**src/rtl/linebuffer_pkg.sv**
```systemverilog
// Shared definitions for the 3x3 line buffer and its controllers:
// controller state encoding and the size-code to line-width table.
package linebuffer_pkg;

    typedef enum logic [1:0] {
        ST_IDLE  = 2'd0,
        ST_RUN   = 2'd1,
        ST_DRAIN = 2'd2,
        ST_ERR   = 2'd3
    } lb_state_e;

    localparam logic [2:0] SIZE_CODE_MAX = 3'd5;

    // Line width in pixels for a size code; invalid codes map to 0.
    function automatic logic [7:0] size_width(input logic [2:0] code);
        case (code)
            3'd0:    return 8'd8;
            3'd1:    return 8'd14;
            3'd2:    return 8'd28;
            3'd3:    return 8'd56;
            3'd4:    return 8'd112;
            3'd5:    return 8'd224;
            default: return 8'd0;
        endcase
    endfunction

endpackage

```
**src/rtl/linebuffer_3x3_ctrl.sv**
```systemverilog
// Controller feeding a shift-every-clock 3x3 line buffer: tracks frame
// position, flags valid stride-aligned windows and traps input underruns.
module linebuffer_3x3_ctrl
    import linebuffer_pkg::*;
#(
    parameter int DW = 8,
    parameter int CW = 8
) (
    input  logic          clk,
    input  logic          rst,
    input  logic          start,
    input  logic [2:0]    cfg_size,
    input  logic          cfg_stride,
    input  logic          in_valid,
    input  logic [DW-1:0] in_data,
    output logic          in_ready,
    output logic [2:0]    lb_sel,
    output logic [DW-1:0] lb_data,
    output logic          win_valid,
    output logic [CW-1:0] win_row,
    output logic [CW-1:0] win_col,
    output logic          win_last,
    output logic          frame_done,
    output logic          busy,
    output logic          err,
    output logic          cfg_err
);

    lb_state_e     state_r;
    logic [CW-1:0] row_r;
    logic [CW-1:0] col_r;
    logic [2:0]    lb_sel_r;
    logic          stride2_r;
    logic          in_ready_r;
    logic          win_valid_r;
    logic          win_last_r;
    logic [CW-1:0] win_row_r;
    logic [CW-1:0] win_col_r;
    logic          frame_done_r;
    logic          busy_r;
    logic          err_r;
    logic          cfg_err_r;

    logic          accept_s;
    logic [CW-1:0] w_m1_s;
    logic [CW-1:0] w_m2_s;
    logic          win_hit_s;
    logic          last_win_s;

    // Window qualification for the pixel currently on the input.
    always_comb begin
        accept_s   = in_valid & in_ready_r;
        w_m1_s     = CW'(size_width(lb_sel_r)) - CW'(1'b1);
        w_m2_s     = CW'(size_width(lb_sel_r)) - CW'(2'd2);
        win_hit_s  = 1'b0;
        last_win_s = 1'b0;
        if ((row_r >= CW'(2'd2)) && (col_r >= CW'(2'd2))) begin
            // With stride 2 the anchor (r-2, c-2) must be even in both axes.
            win_hit_s = ~stride2_r | (~row_r[0] & ~col_r[0]);
        end else begin
            win_hit_s = 1'b0;
        end
        if (stride2_r) begin
            last_win_s = (row_r == w_m2_s) && (col_r == w_m2_s);
        end else begin
            last_win_s = (row_r == w_m1_s) && (col_r == w_m1_s);
        end
    end

    // Pixel stream to the line buffer is zeroed on non-accepting cycles.
    always_comb begin
        if (accept_s) begin
            lb_data = in_data;
        end else begin
            lb_data = {DW{1'b0}};
        end
    end

    // Control FSM with frame counters and registered window flags.
    always_ff @(posedge clk) begin
        if (rst) begin
            state_r      <= ST_IDLE;
            row_r        <= {CW{1'b0}};
            col_r        <= {CW{1'b0}};
            lb_sel_r     <= 3'd0;
            stride2_r    <= 1'b0;
            in_ready_r   <= 1'b0;
            win_valid_r  <= 1'b0;
            win_last_r   <= 1'b0;
            win_row_r    <= {CW{1'b0}};
            win_col_r    <= {CW{1'b0}};
            frame_done_r <= 1'b0;
            busy_r       <= 1'b0;
            err_r        <= 1'b0;
            cfg_err_r    <= 1'b0;
        end else begin
            win_valid_r  <= 1'b0;
            win_last_r   <= 1'b0;
            frame_done_r <= 1'b0;
            cfg_err_r    <= 1'b0;
            case (state_r)
                ST_IDLE: begin
                    if (start && (cfg_size <= SIZE_CODE_MAX)) begin
                        lb_sel_r   <= cfg_size;
                        stride2_r  <= cfg_stride;
                        row_r      <= {CW{1'b0}};
                        col_r      <= {CW{1'b0}};
                        in_ready_r <= 1'b1;
                        busy_r     <= 1'b1;
                        state_r    <= ST_RUN;
                    end else if (start) begin
                        cfg_err_r <= 1'b1;
                    end
                end
                ST_RUN: begin
                    if (in_valid) begin
                        win_valid_r <= win_hit_s;
                        if (win_hit_s) begin
                            win_row_r  <= row_r - CW'(2'd2);
                            win_col_r  <= col_r - CW'(2'd2);
                            win_last_r <= last_win_s;
                        end
                        if (col_r == w_m1_s) begin
                            col_r <= {CW{1'b0}};
                            if (row_r == w_m1_s) begin
                                in_ready_r   <= 1'b0;
                                frame_done_r <= 1'b1;
                                state_r      <= ST_DRAIN;
                            end else begin
                                row_r <= row_r + CW'(1'b1);
                            end
                        end else begin
                            col_r <= col_r + CW'(1'b1);
                        end
                    end else begin
                        // The line buffer shifts every clock, so a bubble corrupts it.
                        in_ready_r <= 1'b0;
                        busy_r     <= 1'b0;
                        err_r      <= 1'b1;
                        state_r    <= ST_ERR;
                    end
                end
                ST_DRAIN: begin
                    busy_r  <= 1'b0;
                    state_r <= ST_IDLE;
                end
                ST_ERR: begin
                    err_r      <= 1'b1;
                    in_ready_r <= 1'b0;
                    busy_r     <= 1'b0;
                end
                default: begin
                    in_ready_r <= 1'b0;
                    busy_r     <= 1'b0;
                    state_r    <= ST_IDLE;
                end
            endcase
        end
    end

    assign in_ready   = in_ready_r;
    assign lb_sel     = lb_sel_r;
    assign win_valid  = win_valid_r;
    assign win_row    = win_row_r;
    assign win_col    = win_col_r;
    assign win_last   = win_last_r;
    assign frame_done = frame_done_r;
    assign busy       = busy_r;
    assign err        = err_r;
    assign cfg_err    = cfg_err_r;

endmodule

```
**config.mk**
```make
export PLATFORM = sky130hd
export DESIGN_NAME = linebuffer_3x3_ctrl
export DESIGN_NICKNAME = d
export VERILOG_FILES = /design/src/rtl/linebuffer_pkg.sv /design/src/rtl/linebuffer_3x3_ctrl.sv
export SDC_FILE = /design/constraint.sdc
export NUM_CORES = 1
export LEC_CHECK = 0
export ABC_AREA = 1
export CAP_MARGIN = 20
export CORE_MARGIN = 3
export CORE_UTILIZATION = 50
export DETAILED_ROUTE_END_ITERATION = 6
export PLACE_DENSITY = 0.77
export SLEW_MARGIN = 40
export SYNTH_ARGS = -nofsm -noshare
export SYNTH_HDL_FRONTEND = slang
export SYNTH_SLANG_ARGS = --single-unit
```
**constraint.sdc**
```tcl
create_clock -name clk -period 4 [get_ports clk]
set_input_delay 1 -clock clk [delete_from_list [all_inputs] [get_ports clk]]
set_output_delay 1 -clock clk [all_outputs]
set_load 0.005 [all_outputs]
```
* Yosys cells after proc, flatten, opt, wreduce, memory -nomap -nowiden
Index checks and enable logic that the tools add are counted.
Word-level totals: flip-flop bits (word level) 45, logic and storage cells 104, bits of input ports 16
Cells by class: bitwise gates (word level) 11, $add $sub $neg 6, equality and inequality tests 19, order comparisons 3, reductions and logical operators 23, muxes and demuxes 28
Operators with widths (count):
- $mux 8 | 7
- $pmux 8 s6 | 1
- $eq 8x8->1 | 4
- $pmux 8 s2 | 2
- $sub 8x2->8 const B | 3
- $add 8x1->8 const B | 2
- $ge 8x2->1 const B | 2
- $mux 1 | 10
- $ne 2x2->1 const B | 5
- $mux 2 | 4
- $not 1->1 | 8
- $reduce_and 4->1 | 2
- $reduce_or 4->1 | 2
- $sub 8x1->8 const B | 1
- $eq 3x2->1 const B | 2
- $eq 3x3->1 const B | 2
- $ne 3x3->1 const B | 2
- $pmux 1 s3 | 2
- $pmux 2 s3 | 1
- $reduce_and 2->1 | 3
- $reduce_and 3->1 | 2
- $reduce_bool 3->1 | 2
- $reduce_or 3->1 | 2
- $reduce_and 5->1 | 1
- other kinds (12) | 18

* Depth between registers and ports, before layout
word-level depth 8, depth in mapped cells 19

* Worst setup path before layout
No wires, ideal clock.
path kind input to output, start point input port in_valid, end point output port lb_data[0], stages 2, arrival 1.252 ns, setup slack 1.748 ns, cell sequence nand2_1 > nor2_1
Between the ends: cells in the longest elaborated chain, start to end 2
RTL lines:
- start, declared | line linebuffer_3x3_ctrl.sv:14 | input logic in_valid,
- $and 1x1->1 | line linebuffer_3x3_ctrl.sv:52 | accept_s = in_valid & in_ready_r;
- $mux 8 | line linebuffer_3x3_ctrl.sv:72 | if (accept_s) begin
- end, declared | line linebuffer_3x3_ctrl.sv:18 | output logic [DW-1:0] lb_data,
No other way between the ends.

* Final worst setup path
start point input port in_valid, end point output port lb_data[6]
Same word-level chain as after synthesis.

==> out/qor.txt <==
Part of the power in registers = 46.8%
DR vias = 2,537
Insertion delay to the later sink of the worst-skew pair = 0.30 ns
CTS tree = done
Synthesized Nets = 413
Vias in the first global route = 2,334
Ports = 50
Area grow syn2layout = 23.6%
Fin area = 3320 sq um
CTS Sinks = 45
First-pass GRT wire length = 11,100 microns
Synthesized area = 2690 sq um
Main synth FF type = dfxtp_1
Worst vdd ir = 0.000191 V
Fin. Hold Viols = 0
1st-iter DRT viols = 131
Setup Fix Bufs, Post-CTS = 0
DR vias/cell = 5.03
Post-CTS Resized = 0
Hold Crit Class = reg -> reg
H-Tree Depth = 2
Slew headroom = 64.1%
GRT Total Usage = 22.3%
Endpoint type of the worst setup path = output port
P_leak = 1.38 nW
Site row count = 26
Largest net degree at the start of global routing = 34
Syn Inst Count = 388
Min Hold Slack = 0.446 ns
GP Congestion = 0.931
Type of origin of the critical path = input pin
Synth cell types = 32
Die height = 79.3 microns
Clock buffer count from CTS = 5
Count leader, synth = nand2_1
Die area = 6290 sq um
Final Util = 64.6%
Outcome = finished, final reports clean
Drt wl/cell = 13.1 microns
RSZ-0062 raised after global routing = false
Final HPWL from detailed placement = 5100 microns
Final setup fails = 0
CTS root buf = clkbuf_8
Hold Buf Count CTS = 0
Share of cells above drive strength 1 = 11.8%
Yosys reg bits = 45
DRC = 0
Setup Skew = 0.00652 ns
Max-cap viol count = 0
Max Root-Sink Buffers = 2
CP Class = in -> out
Layout Nets = 459
P_int = 0.728 mW
Fin. max-slew vios = 0
Worst-Margin Slew = 0.538 ns
DP Area = 3220 sq um
Yosys Warn Count = 0
Die width = 79.3 microns
Comb power frac = 20.5%
Core area = 5140 sq um
Pre-antenna DRT Iters = 5
Fin crit share = 83.9%
Largest area contributor in the netlist = dfxtp_1
Grt ovf = 0
Post-synth top cells = nand2_1 (63), inv_1 (49), nor2_1 (47), dfxtp_1 (45), a21oi_1 (31)
Min Tclk post-route = 3.36 ns
Net switching power = 0.296 mW
Antenna violations before repair = 0
Mean post-synth cell area = 6.93 sq um
Yosys top cell area share = 33.5%
Switch share = 28.9%
Top area cells in the synthesized netlist = dfxtp_1 (34%), nand2_1 (8.8%), inv_1 (6.8%)
EDFF count, synth = 0
P per Cell Area = 308 nW/um^2
Worst slack, placed = 0.638 ns
Routed Antenna Nets = 0
Required @ worst endpoint = 3.00 ns
F_max = 0.298 GHz
CP Data Arrival Time = 2.36 ns
Routed WL = 6610 microns
Async SR Flop Fraction = 0%
Clk pwr share = 32.7%
Seq/Total Area, Yosys = 33.5%
Number of port buffers = 49
Setup TNS Final = 0 ns
Clock transition at path regs = 0.08 ns
Starting Density = 52.3%
Setup ws final = 0.645 ns
N_diodes = 0
Critical path fanouts, max = 8
[layout make-up]
| class | count | area, sq um |
|---|---|---|
| clock inverter | 2 | 35.0 |
| sequential | 45 | 901 |
| multi-input combinational | 276 | 1510 |
| tap | 70 | 87.6 |
| inverter | 56 | 218 |
| timing repair buffer | 50 | 498 |
| fill | 485 | 1820 |
| clock buffer | 5 | 68.8 |
[metrics by stage]
| stage | instances | total power, mW |
|---|---|---|
| after floorplan | 388 | 0.628 |
| after global placement | 497 | 0.694 |
| after detailed placement | 497 | 0.698 |
| after CTS | 504 | 1.03 |
| after global routing | 504 | 1.08 |
| final | 504 | 1.02 |
[worst max-delay path: stages]
cell	delay [ns]
clkdlybuf4s50_1	0.53
nand2_1	0.18
nor2_1	0.14
clkdlybuf4s50_1	0.51
[routing by layer]
layer  vias up  part of all wire [%]  global-route usage, %
met2        70                    46                   35.5
met1      1134                    47                   31.4
li1       1326                     -                      -
met4         0                  0.92                   6.01
met5         -                     0                      0
met3         7                   5.5                   3.40
[path summary, 6_finish.rpt]
check	from	endpoint	slack, ns	cells after the start
worst max register to register	lb_sel[2]$_SDFFE_PP0P_	row_r[1]$_SDFFE_PP0P_	1.46	18
worst min register to register	win_col[3]$_SDFFE_PP0P_	win_col[3]$_SDFFE_PP0P_	0.45	2
worst max-delay path	in_valid	lb_data[6]	0.64	4
worst min-delay path	win_col[3]$_SDFFE_PP0P_	win_col[3]$_SDFFE_PP0P_	0.45	2
[power groups by stage]
stage	logic [mW]	registers, mW	clock network [mW]
finish	0.210	0.480	0.335
global route	0.235	0.482	0.364
CTS	0.209	0.479	0.339
detailed placement	0.208	0.490	0
global placement	0.204	0.489	0
floorplan	0.144	0.484	0
[registers in the layout, summed over array words and instances (netlist names)]
| register | flops |
|---|---|
| busy | 1 |
| state_r | 2 |
| win_valid | 1 |
| in_ready | 1 |
| frame_done | 1 |
| win_last | 1 |
| lb_sel | 3 |
| col_r | 8 |
| row_r | 8 |
| cfg_err | 1 |
| win_row | 8 |
| stride2_r | 1 |
| err | 1 |
| win_col | 8 |
[kinds of logic after synthesis]
family,count (synthesis),synth area share [%]
XOR/XNOR,17,5.54
buffers and inverters,67,10.1
adder cells (fa/ha/maj),9,4.19
AO/OA/AOI/OAI,65,13.6
flip-flops,45,33.5
AND/OR/NAND/NOR,185,33.0
[layout by cell type (no fill, tap or decap), types with 5 or more instances in the layout]
cell             count
nand3_2              5
nand3_1             30
ha_1                 9
nor3_1              10
a21oi_2              8
clkbuf_8             5
nand2_2             13
dfxtp_1             45
nand2_1             63
inv_1               49
clkdlybuf4s50_1     49
xor2_1              16
inv_2                6
a21oi_1             31
o21ai_0             22
nor2_1              47
Power figures use the tool's default switching activity.
